[src/rtl/fmadd_issue_arbiter.sv]
// fmadd_issue_arbiter: round-robin issue of NREQ requesters onto one in-order FMA pipe, tag FIFO routes results back.
// Define FMADD_ARB_PERF_EN to add saturating perf counters (issue, full, conflict).
module fmadd_issue_arbiter #(
  parameter int WIDTH   = 32,
  parameter int NREQ    = 2,
  parameter int ID_W    = 2,
  parameter int MAX_OUT = 8
) (
  input  logic                  clk,
  input  logic                  rst,
  input  logic [NREQ-1:0]       req_valid_i,
  output logic [NREQ-1:0]       req_ready_o,
  input  logic [NREQ*WIDTH-1:0] req_rs1_i,
  input  logic [NREQ*WIDTH-1:0] req_rs2_i,
  input  logic [NREQ*WIDTH-1:0] req_rs3_i,
  input  logic [NREQ*5-1:0]     req_rd_i,
  output logic                  fma_valid_in_o,
  output logic [WIDTH-1:0]      fma_a_o,
  output logic [WIDTH-1:0]      fma_b_o,
  output logic [WIDTH-1:0]      fma_c_o,
  input  logic                  fma_valid_out_i,
  input  logic [WIDTH-1:0]      fma_y_i,
  output logic                  wb_valid_o,
  output logic [ID_W-1:0]       wb_id_o,
  output logic [4:0]            wb_rd_o,
  output logic [WIDTH-1:0]      wb_data_o,
  output logic                  busy_o,
  output logic                  err_orphan_o
`ifdef FMADD_ARB_PERF_EN
  ,
  output logic [31:0]           perf_issue_o,
  output logic [31:0]           perf_full_o,
  output logic [31:0]           perf_conflict_o
`endif
);
  localparam int PW = $clog2(MAX_OUT);
  localparam int CW = $clog2(MAX_OUT + 1);
  localparam logic [CW-1:0] FULL = CW'(MAX_OUT);

  logic [ID_W-1:0]   rr_q, rr_d, gnt_id;
  logic [2*NREQ-1:0] rot;
  logic              gnt_v, can_issue, hs, pop, orphan;
  logic [WIDTH-1:0]  sel_a, sel_b, sel_c;
  logic [4:0]        sel_rd;
  logic [PW-1:0]     wp_q, wp_d, rp_q, rp_d;
  logic [CW-1:0]     cnt_q, cnt_d;
  logic [ID_W+4:0]   tag_q [MAX_OUT];
  logic              fv_q, wv_q, err_q;
  logic [WIDTH-1:0]  a_q, b_q, c_q, wd_q;
  logic [ID_W-1:0]   wid_q;
  logic [4:0]        wrd_q;

  assign can_issue = cnt_q < FULL || fma_valid_out_i;
  assign hs        = gnt_v && can_issue && !rst;
  assign pop       = fma_valid_out_i && cnt_q != '0;
  assign orphan    = fma_valid_out_i && cnt_q == '0;
  // Rotating the doubled request vector puts the rr pointer at bit 0, so bit k is k steps past the pointer.
  assign rot       = {req_valid_i, req_valid_i} >> rr_q;
  assign rr_d      = hs ? ID_W'((int'(gnt_id) + 1) % NREQ) : rr_q;
  assign wp_d      = hs ? wp_q + PW'(1) : wp_q;
  assign rp_d      = pop ? rp_q + PW'(1) : rp_q;
  assign cnt_d     = cnt_q + CW'(hs) - CW'(pop);

  always_comb begin
    gnt_v  = 1'b0;
    gnt_id = '0;
    for (int k = NREQ - 1; k >= 0; k--)
      if (rot[k]) begin
        gnt_v  = 1'b1;
        gnt_id = ID_W'((int'(rr_q) + k) % NREQ);
      end
  end

  always_comb begin
    req_ready_o = '0;
    sel_a       = '0;
    sel_b       = '0;
    sel_c       = '0;
    sel_rd      = '0;
    for (int k = 0; k < NREQ; k++)
      if (gnt_id == ID_W'(k)) begin
        req_ready_o[k] = hs;
        sel_a          = req_rs1_i[k*WIDTH +: WIDTH];
        sel_b          = req_rs2_i[k*WIDTH +: WIDTH];
        sel_c          = req_rs3_i[k*WIDTH +: WIDTH];
        sel_rd         = req_rd_i[k*5 +: 5];
      end
  end

  always_ff @(posedge clk) begin
    if (rst) begin
      rr_q  <= '0;
      wp_q  <= '0;
      rp_q  <= '0;
      cnt_q <= '0;
      fv_q  <= 1'b0;
      a_q   <= '0;
      b_q   <= '0;
      c_q   <= '0;
      wv_q  <= 1'b0;
      wid_q <= '0;
      wrd_q <= '0;
      wd_q  <= '0;
      err_q <= 1'b0;
    end else begin
      rr_q  <= rr_d;
      wp_q  <= wp_d;
      rp_q  <= rp_d;
      cnt_q <= cnt_d;
      fv_q  <= hs;
      if (hs) begin
        a_q <= sel_a;
        b_q <= sel_b;
        c_q <= sel_c;
      end
      wv_q <= pop;
      if (pop) begin
        wid_q <= tag_q[rp_q][ID_W+4:5];
        wrd_q <= tag_q[rp_q][4:0];
        wd_q  <= fma_y_i;
      end
      err_q <= err_q || orphan;
    end
  end

  always_ff @(posedge clk)
    if (hs) tag_q[wp_q] <= {gnt_id, sel_rd};

  assign fma_valid_in_o = fv_q;
  assign fma_a_o        = a_q;
  assign fma_b_o        = b_q;
  assign fma_c_o        = c_q;
  assign wb_valid_o     = wv_q;
  assign wb_id_o        = wid_q;
  assign wb_rd_o        = wrd_q;
  assign wb_data_o      = wd_q;
  assign busy_o         = cnt_q != '0 || fv_q;
  assign err_orphan_o   = err_q;

`ifdef FMADD_ARB_PERF_EN
  logic [31:0] pi_q, pf_q, pc_q;
  always_ff @(posedge clk) begin
    if (rst) begin
      pi_q <= '0;
      pf_q <= '0;
      pc_q <= '0;
    end else begin
      if (hs && pi_q != '1) pi_q <= pi_q + 32'd1;
      if (|req_valid_i && !can_issue && pf_q != '1) pf_q <= pf_q + 32'd1;
      if ($countones(req_valid_i) > 1 && pc_q != '1) pc_q <= pc_q + 32'd1;
    end
  end
  assign perf_issue_o    = pi_q;
  assign perf_full_o     = pf_q;
  assign perf_conflict_o = pc_q;
`endif
endmodule

[config.mk]
export PLATFORM = sky130hd
export DESIGN_NAME = fmadd_issue_arbiter
export DESIGN_NICKNAME = d
export VERILOG_FILES = /design/src/rtl/fmadd_issue_arbiter.sv
export SDC_FILE = /design/constraint.sdc
export NUM_CORES = 1
export LEC_CHECK = 0
export ABC_CLOCK_PERIOD_IN_PS = 7600
export CORE_AREA = 2 2 165 167
export CTS_CLUSTER_DIAMETER = 80
export DETAILED_ROUTE_END_ITERATION = 12
export DIE_AREA = 0 0 167 169
export PLACE_DENSITY_LB_ADDON = 0.12
export SYNTH_ARGS = -nofsm -noshare
export SYNTH_HDL_FRONTEND = slang
export SYNTH_SLANG_ARGS = --single-unit
export TNS_END_PERCENT = 100
[constraint.sdc]
create_clock -name clk -period 7.6 [get_ports clk]
set_input_delay 1.52 -clock clk [delete_from_list [all_inputs] [get_ports clk]]
set_output_delay 1.52 -clock clk [all_outputs]
set_load 0.02 [all_outputs]
Yosys cells after proc, flatten, opt, wreduce, memory -nomap -nowiden --
Memories as Yosys holds them, arrays and structs flattened. A register that Yosys moved wholly into a read port is not among the register bits. Cells that the tools add are included.
Cells by class: add/sub/neg operators 6, $lt $le $gt $ge 1, equal/unequal tests 1, shift-type cells 1, muxes and demuxes 16, bitwise gates (word level) 2, reduce and logical (&&, ||, !) cells 11
Operators with widths (count):
- $mux W32 | 6
- $mux W5 | 2
- $add A3 B1 Y3 const B | 2
- $mux W1 | 6
- $add A4 B1 Y4 | 1
- $logic_and A1 B1 Y1 | 4
- $logic_not A4 Y1 | 1
- $lt A4 B4 Y1 const B | 1
- $mux W2 | 2
- $reduce_bool A4 Y1 | 1
- $shr A4 B2 Y2 | 1
- $sub A4 B1 Y4 | 1
- $logic_or A1 B1 Y1 | 3
- $add A1 B1 Y1 const B | 2
- $and A1 B1 Y1 const A | 2
- $eq A2 B1 Y1 const B | 1
- $logic_not A2 Y1 | 1
- $logic_not A1 Y1 | 1
Word-level totals: flip-flop bits (word level) 143, RAM bits 56, bits of input ports 239, output and inout bits 141, word-level logic and storage cells 50, memories kept 1
Memory list:
- tag_q | depth 8, width 7, read ports 1, clocked after memory_dff 1, wr ports 1, line 47 | logic [ID_W+4:0] tag_q [MAX_OUT];

Logic depth before layout (Yosys ltp) --
depth after elaboration 7, depth in mapped cells 13

Least setup slack after synthesis --
Ideal clock, no wire load.
path kind input port to output port, start point in req_valid_i[0], end point out req_ready_o[0], arrival 2.391 ns, path slack 3.689 ns, cell stages on the path 5, buffers on the path 1, cells stage by stage inv_1 o21ai_1 inv_1 clkbuf_1 nor2_1
Between the ends: elaborated cells between the ends (all ways) 9, those cells by class shift (1); mux (5); reduce/logical (3)
RTL lines:
- start, declared | line 11 | input logic [NREQ-1:0] req_valid_i,
- $shr A4 B2 Y2 (*) | line 58 | assign rot = {req_valid_i, req_valid_i} >> rr_q;
- $mux W2 | line 68 | if (rot[k]) begin
- $mux W2 (*) | line 68
- named net gnt_id[0] | line 40 | logic [ID_W-1:0] rr_q, rr_d, gnt_id;
- $logic_not A2 Y1 (*) | line 81 | if (gnt_id == ID_W'(k)) begin
- $mux W1 (*) | line 81
- end, declared | line 12 | output logic [NREQ-1:0] req_ready_o,
The timed path passes the listed nets; every way through them passes the cells marked *.

Worst setup path after layout --
start point in fma_valid_out_i, end point out req_ready_o[1]
Between the ends: longest elaborated chain between the ends 4
Ends and longest elaborated chain:
- start, declared | line 21 | input logic fma_valid_out_i,
- $logic_or A1 B1 Y1 | line 53 | assign can_issue = cnt_q < FULL || fma_valid_out_i;
- $logic_and A1 B1 Y1 (2 in series) | line 54 | assign hs = gnt_v && can_issue && !rst;
- $mux W1 | line 81
No other way between the ends.

==> results.txt <==
The flow ran to the end, and the final reports show no timing, DRC or antenna violations. Once detail routing completed, the nets flagged for antenna violations numbered 0. The deepest level of the CTS H-tree is 4. Leaving out fill and tap cells, the most frequent cells in the layout are sky130_fd_sc_hd__clkdlybuf4s50_1, sky130_fd_sc_hd__nand2_1, sky130_fd_sc_hd__dfxtp_1, sky130_fd_sc_hd__nor2_1, sky130_fd_sc_hd__a311oi_2. The data required time of the worst path came out at 6080 ps. Global routing used 19.03% of the available tracks. Routability-driven placement finished with a final weighted congestion of 0.7992. TritonCTS built the clock tree. The final count of pins violating max slew came out at 0. The number of buffers and inverters on the critical path is 2.

The average instance in the mapped netlist occupies 9.357 µm². The pre-CTS setup slack came out at ~2300 ps. The power density of the placed cells came out at ~250 nW/µm². Summed over all layers, the global routing overflow is 0. The library cell used as clock root buffer is sky130_fd_sc_hd__clkbuf_16.

The number of register bits inferred by synthesis is 196. The share of the clock period used by the worst path after layout came out at a little over two thirds. The maximum number of pins on one net before global-route repair came out at around 110.

The total of cells resized after clock tree synthesis came out at 0. The starting utilization of the core area came out at between 30% and 40%. The combinational group share of total power is roughly a third. The met1 global-route usage is between 20% and 30%. In this design, the critical path's most frequently occurring cell is sky130_fd_sc_hd__clkdlybuf4s50_1. The setup slack of the critical path after layout came out at about 2300 ps. The post-synthesis to final-layout area growth came out at 53.62%. The placeable core region came out at 26500 µm². In this run, distinct cell masters in the synthesized netlist total 38.

The number of hold-slack violations in the final timing report came to 0. The detailed-placement wirelength estimate is 19.14 mm. The number of global-route vias before repair came out at around 7300. The final net count came out at roughly 1500.

The top flip-flop cell by instance count after synthesis is sky130_fd_sc_hd__dfxtp_1. For this block, the initial DRC count from the detailed router was 443. The number of placed I/O pins came out at 380. Across all hold checks on the routed design, the worst slack comes to approximately 450 ps. The total of endpoints with negative setup slack in the final report came out at 0.

The critical path's largest stage delay came out at 790 ps. The fraction of power consumed by sequential logic is about two fifths. On the critical path the largest part of the delay comes from buffers and inverters.

The critical path goes through clkdlybuf4s50_1, nor2b_1, or3_1, nor2_1, clkdlybuf4s50_1. The worst vdd rail ir drop came out at around 150 µV. Counting flops with a built-in enable in the synthesized netlist gives 48. Of the cells placed in the final design, the portion with a size suffix greater than 1 is under 10%.

The internal portion of the total power is 2136 µW. The port buffer count is 378. The number of rows in the core area came out at 60.

Once the clock tree was built, the setup fixing pass inserted 0 buffers. In the synthesized netlist, the number of instances is 892. The post-synthesis sequential area ratio came out at roughly 53%.

The cell area after synthesis is 8347 µm². The critical path starts at fma_valid_out_i. The switching power share of the total is approximately 33%.

The floorplan die area is between 20000 and 30000 µm². The detailed-route wire length per cell is approximately 17 µm. For the pin with the worst max-slew slack, the measured transition is roughly 1200 ps. Yosys printed 0 warnings.

For this design, the slowest cell found on the critical path is sky130_fd_sc_hd__clkdlybuf4s50_1. Of all flip-flops after synthesis, the portion carrying an async set or reset was 0%. Measured against its own limit, the worst slew margin works out to 21.48%. The routed design has roughly 28 mm of wire. Hold repair after CTS inserted 0 buffers. The post-route minimum period is ~5300 ps.

The share of total power dissipated in the clock network is between 20% and 30%. The initial antenna violation count is 4. In this run the most critical hold path is launched from wb_data_o[16]$_SDFFE_PP0P_. The met2 global-route usage is approximately a third. met2 is the most crowded layer. The worst setup path is captured at an output port.

Setup repair after global routing left no endpoint under its margin. For this run, the top clock speed supported by timing is around 0.19 GHz. The library cell used most frequently in the layout, excluding fill and tap cells, is sky130_fd_sc_hd__clkdlybuf4s50_1.

The maximum buffer depth of the clock tree came out at 2. The clock-pin slew reported for the worst setup and hold paths after clock tree synthesis came out at 70 ps. Across the routed clock network, the largest skew measured is roughly 13 ps.

The final sum of negative setup slack is 0 ps. The ratio of routed vias to standard cells is approximately 4.7. The worst endpoint data arrival time came out at between 3000 and 4000 ps.

Across all layers, the routed design uses roughly 7400 vias. The vertical die dimension came out at about 170 µm. The iteration count of the initial detailed-routing pass is 5. The switching component of the power is around 1100 µW. The sink count of the clock tree came out at 196. The worst register-to-register path begins at cnt_q[3]$_SDFF_PP0_.

The die width is 167 µm. The global-route wire length before repair came out at about 42 mm. The max-capacitance violation count came out at 0.

Of all nets on the critical path, the largest fanout is 10. The DRC violation count after routing is 0. The worst setup path is launched from a primary input. The met3 global-route usage is under 10%. The critical path class is in2out. The clock latency at the later pin of the worst-skew pair is approximately 430 ps. The number of nets handed over by synthesis was 1139. In this run the static leakage power is 0.004628 µW. The clock buffer count from CTS is 17. The tightest min-delay check is of the reg2reg type.
metal layers:
layer | wire (µm) | share of wire, % | vias up
met5 | 0 | 0 | -
met4 | 540 | 2.0 | 0
met3 | 2270 | 8.2 | 35
met2 | 13710 | 50 | 266
met1 | 11100 | 40 | 3394
li1 | - | - | 3751
tightest hold or removal path, delay by kind of cell, from the launching register on:
family	cells	cell delay, ps
DFF	1	310
and+or+nand+nor	1	50
AOI/OAI and AO/OA	1	50
through the flow:
stage	util [%]	instance area (µm²)	total power (µW)	instances
4_1_cts	48.35	12810	3263	1578
5_1_grt	48.39	12820	3405	1582
3_5_place_dp	46.26	12260	2387	1546
3_3_place_gp	46.26	12260	2377	1546
6_report	48.39	12820	3211	1582
2_1_floorplan	-	8347	1924	892
power by group through the flow:
stage	registers (µW)	clock network, µW	logic, µW
2_1_floorplan	1420	0	500
3_3_place_gp	1300	0	1080
3_5_place_dp	1300	0	1090
4_1_cts	1280	894	1090
5_1_grt	1290	936	1170
6_report	1280	860	1070
registers in the layout (all words and copies together), names as in the netlist, 3 cells and up:
name       cells
fma_a_o       32
rp_q           3
fma_b_o       32
cnt_q          4
wb_data_o     32
fma_c_o       32
wb_rd_o        5
wp_q           3
tag_q         48
cell usage after synthesis (2+ instances only):
| library cell | instances | area share, % |
|---|---|---|
| sky130_fd_sc_hd__a21oi_1 | 41 | 2.5 |
| sky130_fd_sc_hd__a22oi_1 | 12 | 1.1 |
| sky130_fd_sc_hd__a311oi_1 | 46 | 4.8 |
| sky130_fd_sc_hd__a311oi_2 | 50 | 9.0 |
| sky130_fd_sc_hd__buf_2 | 17 | 1.0 |
| sky130_fd_sc_hd__buf_4 | 9 | 0.81 |
| sky130_fd_sc_hd__buf_6 | 5 | 0.67 |
| sky130_fd_sc_hd__clkbuf_1 | 41 | 1.8 |
| sky130_fd_sc_hd__dfxtp_1 | 148 | 35 |
| sky130_fd_sc_hd__edfxtp_1 | 48 | 17 |
| sky130_fd_sc_hd__ha_1 | 7 | 1.0 |
| sky130_fd_sc_hd__inv_1 | 10 | 0.45 |
| sky130_fd_sc_hd__mux2i_1 | 24 | 2.9 |
| sky130_fd_sc_hd__nand2_1 | 278 | 13 |
| sky130_fd_sc_hd__nor2_1 | 115 | 5.2 |
| sky130_fd_sc_hd__nor2b_1 | 5 | 0.37 |
| sky130_fd_sc_hd__nor3_1 | 8 | 0.48 |
| sky130_fd_sc_hd__nor3b_1 | 2 | 0.18 |
| sky130_fd_sc_hd__nor4b_1 | 3 | 0.31 |
| sky130_fd_sc_hd__xnor2_1 | 5 | 0.52 |
area by class of cell:
class	instances	area, µm²
Sequential cell	196	4404
Clock buffer	18	429.2
Timing Repair Buffer	387	3852
Multi-Input combinational cell	610	3525
Fill cell	2546	13680
Clock inverter	14	123.9
Tap cell	341	426.7
Inverter	12	51.30
Antenna cell	4	10.01
cell families (layout without fill, tap and decap cells):
logic type / count (synthesis) / in the layout / synth area share [%]
DFF: 196 / 196 / 52.77
other: 1 / 5 / 0.04493
buffers and inverters: 86 / 431 / 5.142
and+or+nand+nor: 419 / 419 / 19.65
muxes: 24 / 24 / 2.878
AOI/OAI and AO/OA: 152 / 152 / 17.60
xor gates and xnor gates: 6 / 6 / 0.6296
adders and majority gates: 8 / 8 / 1.289
worst paths after layout:
path / slack (ps) / depth (start not counted) / endpoint
min reg2reg: 450 / 2 / wb_data_o[16]$_SDFFE_PP0P_
max reg2reg: 4290 / 6 / fma_c_o[19]$_SDFFE_PP0P_
max: 2310 / 5 / req_ready_o[1]
min: 450 / 2 / wb_data_o[16]$_SDFFE_PP0P_
No activity file was read; power rests on OpenSTA's default activity.
